[src/rtl/uart_pkg.sv]
// Shared types for the APB3 command master: FSM state encoding and the
// response record returned to the command requester.
package uart_pkg;

  typedef enum logic [1:0] {
    APB_MST_IDLE,
    APB_MST_SETUP,
    APB_MST_ACCESS,
    APB_MST_RESP
  } apb_mst_state_t;

  // Response data is carried at the widest legal bus width and narrowed at the port.
  localparam int APB_MST_MAX_DW = 32;

  typedef struct packed {
    logic [APB_MST_MAX_DW-1:0] rdata;
    logic                      slverr;
    logic                      timeout;
    logic                      misalign;
  } apb_mst_rsp_t;

  // A disabled timeout still needs a 1-bit counter to keep the declaration legal.
  function automatic int apb_mst_cnt_width(input int timeout_cycles);
    return (timeout_cycles > 0) ? $clog2(timeout_cycles + 1) : 1;
  endfunction

endpackage

[src/rtl/uart_apb_master.sv]
// Single-outstanding APB3 initiator: command in, SETUP/ACCESS on the bus,
// read data and error status out on a held response channel.
module uart_apb_master
  import uart_pkg::*;
#(
  parameter int APB_ADDR_WIDTH = 32,
  parameter int APB_DATA_WIDTH = 32,
  parameter int TIMEOUT_CYCLES = 256
) (
  input  logic                      i_apb_pclk,
  input  logic                      i_apb_presetn,
  input  logic                      i_cmd_valid,
  output logic                      o_cmd_ready,
  input  logic                      i_cmd_write,
  input  logic [APB_ADDR_WIDTH-1:0] i_cmd_addr,
  input  logic [APB_DATA_WIDTH-1:0] i_cmd_wdata,
  output logic                      o_rsp_valid,
  input  logic                      i_rsp_ready,
  output logic [APB_DATA_WIDTH-1:0] o_rsp_rdata,
  output logic                      o_rsp_slverr,
  output logic                      o_rsp_timeout,
  output logic                      o_rsp_misalign,
  output logic [APB_ADDR_WIDTH-1:0] o_apb_paddr,
  output logic [APB_DATA_WIDTH-1:0] o_apb_pwdata,
  output logic                      o_apb_pwrite,
  output logic                      o_apb_psel,
  output logic                      o_apb_penable,
  input  logic [APB_DATA_WIDTH-1:0] i_apb_prdata,
  input  logic                      i_apb_pready,
  input  logic                      i_apb_pslverr,
  output logic                      o_busy
);

  localparam int CNT_W = apb_mst_cnt_width(TIMEOUT_CYCLES);
  localparam logic [CNT_W-1:0] CNT_LAST =
    (TIMEOUT_CYCLES > 0) ? CNT_W'(TIMEOUT_CYCLES - 1) : '1;
  localparam logic [APB_ADDR_WIDTH-1:0] ALIGN_MASK =
    APB_ADDR_WIDTH'(APB_DATA_WIDTH / 8 - 1);

  apb_mst_state_t r_state;
  apb_mst_state_t w_state_next;
  logic [CNT_W-1:0] r_cnt;
  apb_mst_rsp_t     r_rsp;
  logic w_accept;
  logic w_misalign;
  logic w_timeout;

  assign w_accept   = (r_state == APB_MST_IDLE) && i_cmd_valid;
  assign w_misalign = |(i_cmd_addr & ALIGN_MASK);
  // PREADY in the terminal-count cycle takes priority over the abort.
  assign w_timeout  = (TIMEOUT_CYCLES != 0) && (r_state == APB_MST_ACCESS) &&
                      !i_apb_pready && (r_cnt == CNT_LAST);

  always_comb begin
    w_state_next = r_state;
    case (r_state)
      APB_MST_IDLE:   if (i_cmd_valid) w_state_next = w_misalign ? APB_MST_RESP : APB_MST_SETUP;
      APB_MST_SETUP:  w_state_next = APB_MST_ACCESS;
      APB_MST_ACCESS: if (i_apb_pready || w_timeout) w_state_next = APB_MST_RESP;
      APB_MST_RESP:   if (i_rsp_ready) w_state_next = APB_MST_IDLE;
      default:        w_state_next = APB_MST_IDLE;
    endcase
  end

  always_ff @(posedge i_apb_pclk or negedge i_apb_presetn) begin
    if (!i_apb_presetn) r_state <= APB_MST_IDLE;
    else                r_state <= w_state_next;
  end

  // Bus and response outputs are registered from the next state so they
  // line up with the state they describe.
  always_ff @(posedge i_apb_pclk or negedge i_apb_presetn) begin
    if (!i_apb_presetn) begin
      o_apb_psel    <= 1'b0;
      o_apb_penable <= 1'b0;
      o_apb_paddr   <= '0;
      o_apb_pwdata  <= '0;
      o_apb_pwrite  <= 1'b0;
      o_rsp_valid   <= 1'b0;
      r_cnt         <= '0;
      r_rsp         <= '0;
    end else begin
      o_apb_psel    <= (w_state_next == APB_MST_SETUP) || (w_state_next == APB_MST_ACCESS);
      o_apb_penable <= (w_state_next == APB_MST_ACCESS);
      o_rsp_valid   <= (w_state_next == APB_MST_RESP);

      if (w_accept && !w_misalign) begin
        o_apb_paddr  <= i_cmd_addr;
        o_apb_pwdata <= i_cmd_wdata;
        o_apb_pwrite <= i_cmd_write;
      end

      if (r_state != APB_MST_ACCESS) r_cnt <= '0;
      else if (!i_apb_pready && (r_cnt != '1)) r_cnt <= r_cnt + 1'b1;

      if (w_accept && w_misalign) begin
        r_rsp <= '{rdata: '0, slverr: 1'b1, timeout: 1'b0, misalign: 1'b1};
      end else if ((r_state == APB_MST_ACCESS) && i_apb_pready) begin
        r_rsp.rdata    <= o_apb_pwrite ? '0 : APB_MST_MAX_DW'(i_apb_prdata);
        r_rsp.slverr   <= i_apb_pslverr;
        r_rsp.timeout  <= 1'b0;
        r_rsp.misalign <= 1'b0;
      end else if (w_timeout) begin
        r_rsp <= '{rdata: '0, slverr: 1'b1, timeout: 1'b1, misalign: 1'b0};
      end else if ((r_state == APB_MST_RESP) && i_rsp_ready) begin
        r_rsp <= '0;
      end
    end
  end

  assign o_rsp_rdata    = r_rsp.rdata[APB_DATA_WIDTH-1:0];
  assign o_rsp_slverr   = r_rsp.slverr;
  assign o_rsp_timeout  = r_rsp.timeout;
  assign o_rsp_misalign = r_rsp.misalign;
  assign o_cmd_ready    = (r_state == APB_MST_IDLE);
  assign o_busy         = (r_state != APB_MST_IDLE);

endmodule
[config.mk]
export PLATFORM = sky130hd
export DESIGN_NAME = uart_apb_master
export DESIGN_NICKNAME = d
export VERILOG_FILES = /design/src/rtl/uart_pkg.sv /design/src/rtl/uart_apb_master.sv
export SDC_FILE = /design/constraint.sdc
export NUM_CORES = 1
export LEC_CHECK = 0
export CAP_MARGIN = 10
export CORE_MARGIN = 1.5
export CORE_UTILIZATION = 41
export CTS_CLUSTER_DIAMETER = 80
export DETAILED_ROUTE_END_ITERATION = 16
export GPL_ROUTABILITY_DRIVEN = 0
export PLACE_DENSITY_LB_ADDON = 0.05
export RECOVER_POWER = 50
export SETUP_SLACK_MARGIN = 0.4
export SYNTH_ARGS = -nofsm -noshare
export SYNTH_HDL_FRONTEND = slang
export SYNTH_SLANG_ARGS = --single-unit
[constraint.sdc]
create_clock -name i_apb_pclk -period 2.9 [get_ports i_apb_pclk]
set_clock_uncertainty 0.05 [all_clocks]
set_input_delay 0.29 -clock i_apb_pclk [delete_from_list [all_inputs] [get_ports i_apb_pclk]]
set_output_delay 0.29 -clock i_apb_pclk [all_outputs]
set_load 0.01 [all_outputs]
==> results of run 1 <==
==> metrics by stage <==
step	utilization	power (mW)	setup WS, ns	hold WS, ns	instance area (um2)
floorplan	-	4.04	0.882	-0.0556	4460
global placement	0.639	5.77	0.675	0.363	6650
detailed placement	0.639	5.84	0.617	0.368	6650
CTS	0.700	8.12	0.603	0.299	7290
global route	0.699	8.30	0.333	0.297	7280
finish	0.699	7.89	0.575	0.323	7280
==> cell families (layout without fill, tap and decap cells) <==
group / Yosys count / in the layout / share of synthesized area
buf+inv: 23 / 251 / 0.0297
xor+xnor: 2 / 2 / 0.00393
flops: 114 / 114 / 0.640
simple gates: 40 / 40 / 0.0533
compound gates: 53 / 53 / 0.0979
mux: 65 / 65 / 0.164
fa+ha+maj: 4 / 4 / 0.0112
==> worst paths after layout <==
path,startpoint,end,slack (ns),cells after the start
max,r_cnt[0],o_rsp_rdata[6],0.57,8
min,i_apb_prdata[15],o_rsp_rdata[15],0.32,2
max reg2reg,r_cnt[0],o_rsp_rdata[6],0.57,8
min reg2reg,o_apb_paddr[1],o_apb_paddr[1],0.43,1
max in group asynchronous,i_apb_presetn,o_apb_paddr[3],0.79,3
min in group asynchronous,i_apb_presetn,o_apb_paddr[0],0.64,2
==> synth_stat cells, types with 2 or more instances <==
cell type / n
buf_6: 4
a22o_1: 32
inv_1: 5
nand3_1: 4
ha_1: 4
nor3b_2: 2
a21oi_1: 9
or3_1: 2
mux2_2: 65
and2_1: 4
or4_1: 4
nor3b_1: 2
nand2b_1: 3
nand2_1: 6
dfrtp_1: 114
buf_2: 13
xnor2_1: 2
o21ai_0: 2
nor2_1: 7
o31ai_1: 4
==> area by class of cell <==
cell class,count,area (um2),area share
repair buffers,214,2130,0.293
flip-flops and latches,114,2850,0.392
clock inverters,10,180,0.0247
multi-input cells,164,1480,0.203
inverters,5,18.8,0.00258
well taps,136,170,0.0234
clock buffers,22,453,0.0622
==> flip-flops by register name, summed over array words and instances, names as in the netlist <==
signal          count
o_apb_paddr        32
o_apb_penable       1
o_apb_psel          1
o_apb_pwdata       32
o_apb_pwrite        1
o_rsp_misalign      1
o_rsp_rdata        32
o_rsp_slverr        1
o_rsp_timeout       1
o_rsp_valid         1
r_cnt               9
r_state             2
==> report_power, final <==
part           total (mW)  switching [mW]  internal [mW]
clock network        2.22           0.699           1.52
logic                2.94            1.17           1.77
registers            2.72           0.412           2.31
==> per-layer routing <==
metal / part of all wire / global-route usage
met1: 0.40 / 0.237
met2: 0.49 / 0.320
met3: 0.088 / 0.0975
met4: 0.020 / 0.0771
met5: 0 / 0
==> worst max-delay path, delay by kind of cell (launching register included) <==
| family | cells | cell delay [ns] |
|---|---|---|
| simple gates | 3 | 0.54 |
| fa+ha+maj | 2 | 0.46 |
| flops | 1 | 0.40 |
| buf+inv | 1 | 0.35 |
| compound gates | 2 | 0.44 |
==> metrics.yaml, run 1 <==
status: "finished, violations left"
violations: "capacitance limit"
syn-instance-count: 301
syn-cell-area_um2: 4460
path_max_fanout: 32
clk_path_buf_depth: 2
cpPeakStageDelay_ns: 0.41
dr.pass1.iters: 6
dieArea_um2: 11500
cts.reportedPaths.clkPinSlew_ns: 0.06
hold_class: "input pin to flop"
row_count: 37
yosysWarnings: 0
io_pins: 208
h-tree-depth: 4
final_common_cell: "clkdlybuf4s50_1"
period_needed_ns: 2.33
grt_max_degree: 62
tightestPinTransition_ns: 1.49
vias: 3296
cts_resized: 0
cts-hold-fix-buffers: 1
max_slew_margin: 0.00380
post_cts_buffers: 0
area_growth_pct: 63.3
final.setup.tns_ns: 0
dp.cells: 632
powerDensity_nw_per_um2: 1080
ys_ff_latch: 114
final_cell_mix: "159 x clkdlybuf4s50_1, 114 x dfrtp_1, 65 x mux2_2"
setup_viol: 0
path_class: "flop to flop"
numCtsBuffers: 17
crit_chain: "ha_1 > nand3_1 > nor2_1 > ha_1 > or3_1 > a32oi_4 > buf_4 > a22o_1"
period_share: 0.802
vdd_ir_drop_max_mv: 0.512
wl_per_cell_um: 16.7
grt_pass1_vias: 3542
required_ns: 3.29
synth_top_area_share: 0.640
antennaDiodeCount: 0
clock.fmax_ghz: 0.430
die_w_um: 107
drc_errors: 0
start_util: 0.428
instances_no_fill: 665
leakage_nw: 3.27
yosys_most_used_dff: "dfrtp_1"
synth_cell_types: 33
dp_hpwl_um: 7780
cts.sinks: 114
slew_violations: 0
synth-edff-count: 0
grt_pass1_wl_um: 17600
critPathSlowestCell: "or3_1"
coreArea_um2: 10400
maxCapViolCount: 1
syn_nets: 408
synthArstFlopShare: 1.00
worst_path_most_repeated_cell: "ha_1"
drtIter0Drc: 103
wirelength_um: 11100
ys_seq_area_frac: 0.640
layout-drive-gt1-share: 0.200
ant_nets: 0
finalHoldViolations: 0
cts_tree: "yes"
insertion_delay_ns: 0.51
via_per_inst: 4.96
syn_area_per_cell_um2: 14.8
nets: 623
start_kind: "flop"
port_buffers: 207
grt_overflow: 0
track_usage: 0.202
antenna_found_initial: 0
synth_area_leader_cell: "dfrtp_1"
die_y_um: 107
crit_arrival_ns: 2.72
root_buffer: "clkbuf_8"
endpoint_kind: "flop"
final.fill_count: 758
ys_top_cells_by_area: "dfrtp_1 64%, mux2_2 16%, a22o_1 6.3%"
rsz0062_at_grt: "false"
Note: power is estimated with default switching activity, not from simulation.
==> run 2, diff against run 1 <==
==> constraint.sdc (replaced) <==
create_clock -name i_apb_pclk -period 2.4 [get_ports i_apb_pclk]
set_clock_uncertainty 0.05 [all_clocks]
set_input_delay 0.24 -clock i_apb_pclk [delete_from_list [all_inputs] [get_ports i_apb_pclk]]
set_output_delay 0.24 -clock i_apb_pclk [all_outputs]
set_load 0.01 [all_outputs]
==> run 2 against run 1 <==
Effect of this change: the flow finishes with violations (capacitance limit, slew limit); final cell count rose by 2.6%; hold slack worse by 0.040 ns; largest power group unchanged; routed wire length is 5.4% higher; flip-flop and latch count is the same; die area is the same; worst setup slack got worse by 0.31 ns; register-to-register slack lost 0.31 ns; combinational power is 38% higher; utilization up 2.3 points.
==> metrics.yaml, run 2 (synthesis gave the netlist of run 1 again) <==
dr.pass1.iters: 4
final_util: 0.722
dp.cells: 631
area_growth_pct: 68.7
nets: 640
violations: "capacitance limit, slew limit"
wirelength_um: 11700
root_buffer: "clkbuf_8"
period_needed_ns: 2.14
clk_path_buf_depth: 2
path_buf_inv: 3
hold-path-cell-count: 2
dp_hpwl_um: 7560
path_depth: 10
setup_viol: 0
maxCapViolCount: 1
wl_per_cell_um: 17.2
die_y_um: 107
clock.fmax_ghz: 0.468
finalHoldViolations: 0
row_count: 37
rr_worst_depth: 10
dieArea_um2: 11500
slew_violations: 115
cpPeakStageDelay_ns: 0.38
crit_chain: "ha_1 > nand3_1 > nor2_1 > ha_4 > or3_4 > a32oi_4 > buf_12 > buf_12 > buf_16 > a22o_1"
h-tree-depth: 4
grt_overflow: 0
place_area_um2: 6660
cts.reportedPaths.clkPinSlew_ns: 0.06
endpoint_kind: "flop"
status: "finished, violations left"
power_mw: 9.91
drtIter0Drc: 102
instances_no_fill: 682
start_kind: "flop"
die_w_um: 107
via_per_inst: 5.02
crit_arrival_ns: 2.52
drc_errors: 0
tightestPinTransition_ns: 1.52
worst_path_most_repeated_cell: "buf_12"
cts.sinks: 114
rsz0062_at_grt: "true"
vias: 3421
period_share: 0.890
track_usage: 0.207
critPathSlowestCell: "dfrtp_1"
antennaDiodeCount: 0
cts_tree: "yes"
start_util: 0.428
powerDensity_nw_per_um2: 1320
max_slew_margin: -0.0124
insertion_delay_ns: 0.50
path_class: "flop to flop"
grt_max_degree: 115
crit_family: "simple AND/OR/NAND/NOR gates"
numCtsBuffers: 17
coreArea_um2: 10400
vdd_ir_drop_max_mv: 0.624
final_common_cell: "clkdlybuf4s50_1"
final.setup.tns_ns: 0
path_max_fanout: 8
hold_class: "input pin to flop"
layout-drive-gt1-share: 0.244
grt_pass1_wl_um: 18100
grt_pass1_vias: 3648
io_pins: 208
antenna_found_initial: 0
fin_area_um2: 7520
final_cell_mix: "162 x clkdlybuf4s50_1, 113 x dfrtp_1, 65 x mux2_2"
port_buffers: 207
leakage_nw: 3.37
ant_nets: 0
required_ns: 2.79
## run 2: cell type report
class                           instances  area (um2)
Sequential cell                       114        2850
Inverter                                5        18.8
Clock inverter                         13         184
Clock buffer                           19         432
Timing Repair Buffer                  231        2350
Multi-Input combinational cell        164        1510
Fill cell                             724        2890
Tap cell                              136         170
## run 2: routing by layer
layer | track usage | share of wire | vias up
met5 | 0 | 0 | -
met4 | 0.0933 | 0.023 | 0
met3 | 0.0720 | 0.084 | 20
met2 | 0.333 | 0.48 | 159
met1 | 0.250 | 0.42 | 1681
li1 | - | - | 1561
## run 2: worst reg2reg max path: stages, from the launching register on
cell and delay (ns):
dfrtp_1 0.38, ha_1 0.21, nand3_1 0.07, nor2_1 0.08, ha_4 0.18, or3_4 0.38, a32oi_4 0.24, buf_12 0.16
buf_12 0.10, buf_16 0.11, a22o_1 0.13
## run 2: final timing paths
kind / from / to / slack [ns]
worst min-delay path: i_apb_prdata[25] / o_rsp_rdata[25] / 0.28
worst min register to register: o_rsp_misalign / o_rsp_misalign / 0.43
worst max register to register: r_cnt[0] / o_rsp_rdata[18] / 0.26
min in group asynchronous: i_apb_presetn / o_apb_pwdata[13] / 0.74
worst max-delay path: r_cnt[0] / o_rsp_rdata[18] / 0.26
max in group asynchronous: i_apb_presetn / r_state[1] / 0.53
## run 2: stage by stage
step | hold slack [ns] | setup WS (ns)
6_report | 0.284 | 0.264
5_1_grt | 0.272 | 0.159
4_1_cts | 0.256 | 0.282
3_5_place_dp | 0.324 | 0.267
3_3_place_gp | 0.324 | 0.345
2_1_floorplan | -0.106 | 0.420
## run 2: timing repair
action | CTS | global route
hold endpoints to repair | 114 | 0
pin swaps | 3 | 29
hold buffers | 1 | 0
gates resized for setup | 12 | 5
endpoints found under the setup margin | 40 | 37
setup buffers | 8 | 7
cloned | 2 | 1
## run 2: report_power, final
group / total, mW / switching [mW] / internal, mW
logic: 4.05 / 1.55 / 2.51
registers: 3.28 / 0.480 / 2.80
clock network: 2.57 / 0.865 / 1.71
==> run 3, diff against run 2 <==
--- a/config.mk
+++ b/config.mk
@@ -8,6 +8,7 @@
 export CAP_MARGIN = 10
 export CORE_MARGIN = 1.5
 export CORE_UTILIZATION = 41
+export CTS_BUF_LIST = sky130_fd_sc_hd__clkbuf_4 sky130_fd_sc_hd__clkbuf_8 sky130_fd_sc_hd__clkbuf_16
 export CTS_CLUSTER_DIAMETER = 80
 export DETAILED_ROUTE_END_ITERATION = 16
 export GPL_ROUTABILITY_DRIVEN = 0
==> run 3 against run 2 <==
Effect of this change: the run still ends with capacitance limit, slew limit left; critical endpoint is now o_rsp_rdata[3]; critical path depth stayed put; largest cell class unchanged; register-to-register slack about the same; combinational power hardly changed.
==> metrics.yaml, run 3 (synthesis gave the netlist of run 1 again) <==
port_buffers: 207
numCtsBuffers: 17
grt_overflow: 0
powerDensity_nw_per_um2: 1320
start_kind: "flop"
final_common_cell: "clkdlybuf4s50_1"
final.setup.tns_ns: 0
h-tree-depth: 4
via_per_inst: 5.02
final_cell_mix: "162 x clkdlybuf4s50_1, 113 x dfrtp_1, 65 x mux2_2"
track_usage: 0.208
use_met2: 0.338
area_growth_pct: 68.8
leakage_nw: 3.37
max_slew_margin: -0.0116
ant_nets: 0
wirelength_um: 11700
violations: "capacitance limit, slew limit"
clock.fmax_ghz: 0.467
grt_pass1_vias: 3677
maxCapViolCount: 1
setup_viol: 0
dr.pass1.iters: 4
grt.met1_usage: 0.251
drc_errors: 0
crit_arrival_ns: 2.53
period_needed_ns: 2.14
period_share: 0.892
cts_tree: "yes"
wl_per_cell_um: 17.2
vias: 3421
dieArea_um2: 11500
finalHoldViolations: 0
root_buffer: "clkbuf_8"
path_max_fanout: 8
insertion_delay_ns: 0.50
path_class: "flop to flop"
endpoint_kind: "flop"
row_count: 37
tightestPinTransition_ns: 1.52
layout-drive-gt1-share: 0.245
slew_violations: 115
cts.reportedPaths.clkPinSlew_ns: 0.06
instances_no_fill: 682
grt_use_met3: 0.0726
grt_busiest_layer: "met2"
hold_class: "input pin to flop"
coreArea_um2: 10400
die_y_um: 107
cts.sinks: 114
die_w_um: 107
vdd_ir_drop_max_mv: 0.625
rsz0062_at_grt: "true"
grt_pass1_wl_um: 18200
antennaDiodeCount: 0
clk_path_buf_depth: 2
start_util: 0.428
grt_max_degree: 115
dp_hpwl_um: 7560
status: "finished, violations left"
io_pins: 208
dp.cells: 631
final_util: 0.723
antenna_found_initial: 0
nets: 640
required_ns: 2.79
drtIter0Drc: 74
run 3: changes by cell type in the layout (fill, tap and decap cells not counted):
cell,previous run,this run
clkbuf_4,2,3
clkbuf_1,1,0
run 3: final timing paths:
kind	startpoint	end	slack (ns)	cells past startpoint
max	r_cnt[0]	o_rsp_rdata[3]	0.26	10
min	i_apb_prdata[25]	o_rsp_rdata[25]	0.28	2
max reg2reg	r_cnt[0]	o_rsp_rdata[3]	0.26	10
min reg2reg	o_rsp_misalign	o_rsp_misalign	0.43	1
max in group asynchronous	i_apb_presetn	r_state[1]	0.53	3
min in group asynchronous	i_apb_presetn	o_apb_pwdata[13]	0.73	3
run 3: layout make-up:
type | instances | area, um2
sequential | 114 | 2850
fill | 725 | 2890
timing repair buffer | 231 | 2350
clock inverter | 13 | 184
clock buffer | 19 | 435
inverter | 5 | 18.8
multi-input combinational | 164 | 1510
tap | 136 | 170
run 3: layer usage:
layer	wire [um]	up-vias	share of wire
met5	0	-	0
met4	287	0	0.024
met3	1010	22	0.086
met2	5570	163	0.48
met1	4860	1675	0.41
li1	-	1561	-
run 3: critical path, cell delays in order (launching register included):
cell     delay (ns)
dfrtp_1        0.38
ha_1           0.21
nand3_1        0.07
nor2_1         0.08
ha_4           0.18
or3_4          0.38
a32oi_4        0.24
buf_12         0.16
buf_12         0.10
buf_16         0.11
a22o_1         0.13
run 3: stage by stage:
step	power [mW]	hold WS, ns	area [um2]	worst slack (ns)
3_3_place_gp	6.99	0.324	6660	0.345
3_5_place_dp	7.08	0.324	6660	0.267
6_report	9.92	0.282	7530	0.259
2_1_floorplan	4.88	-0.106	4460	0.420
4_1_cts	10.1	0.256	7470	0.282
5_1_grt	10.5	0.272	7530	0.157
run 3: timing repair:
action	in CTS	in global routing
pin swaps	1	31
buffers inserted	8	7
hold endpoints to repair	114	0
gates cloned	2	1
setup endpoints to repair	40	37
hold buffers	1	0
resized for setup	12	5
run 3: where the power goes:
| group | switching (mW) | leakage [nW] | internal [mW] |
|---|---|---|---|
| combinational | 1.55 | 1.62 | 2.51 |
| sequential | 0.482 | 1.47 | 2.80 |
| clock | 0.866 | 0.286 | 1.72 |
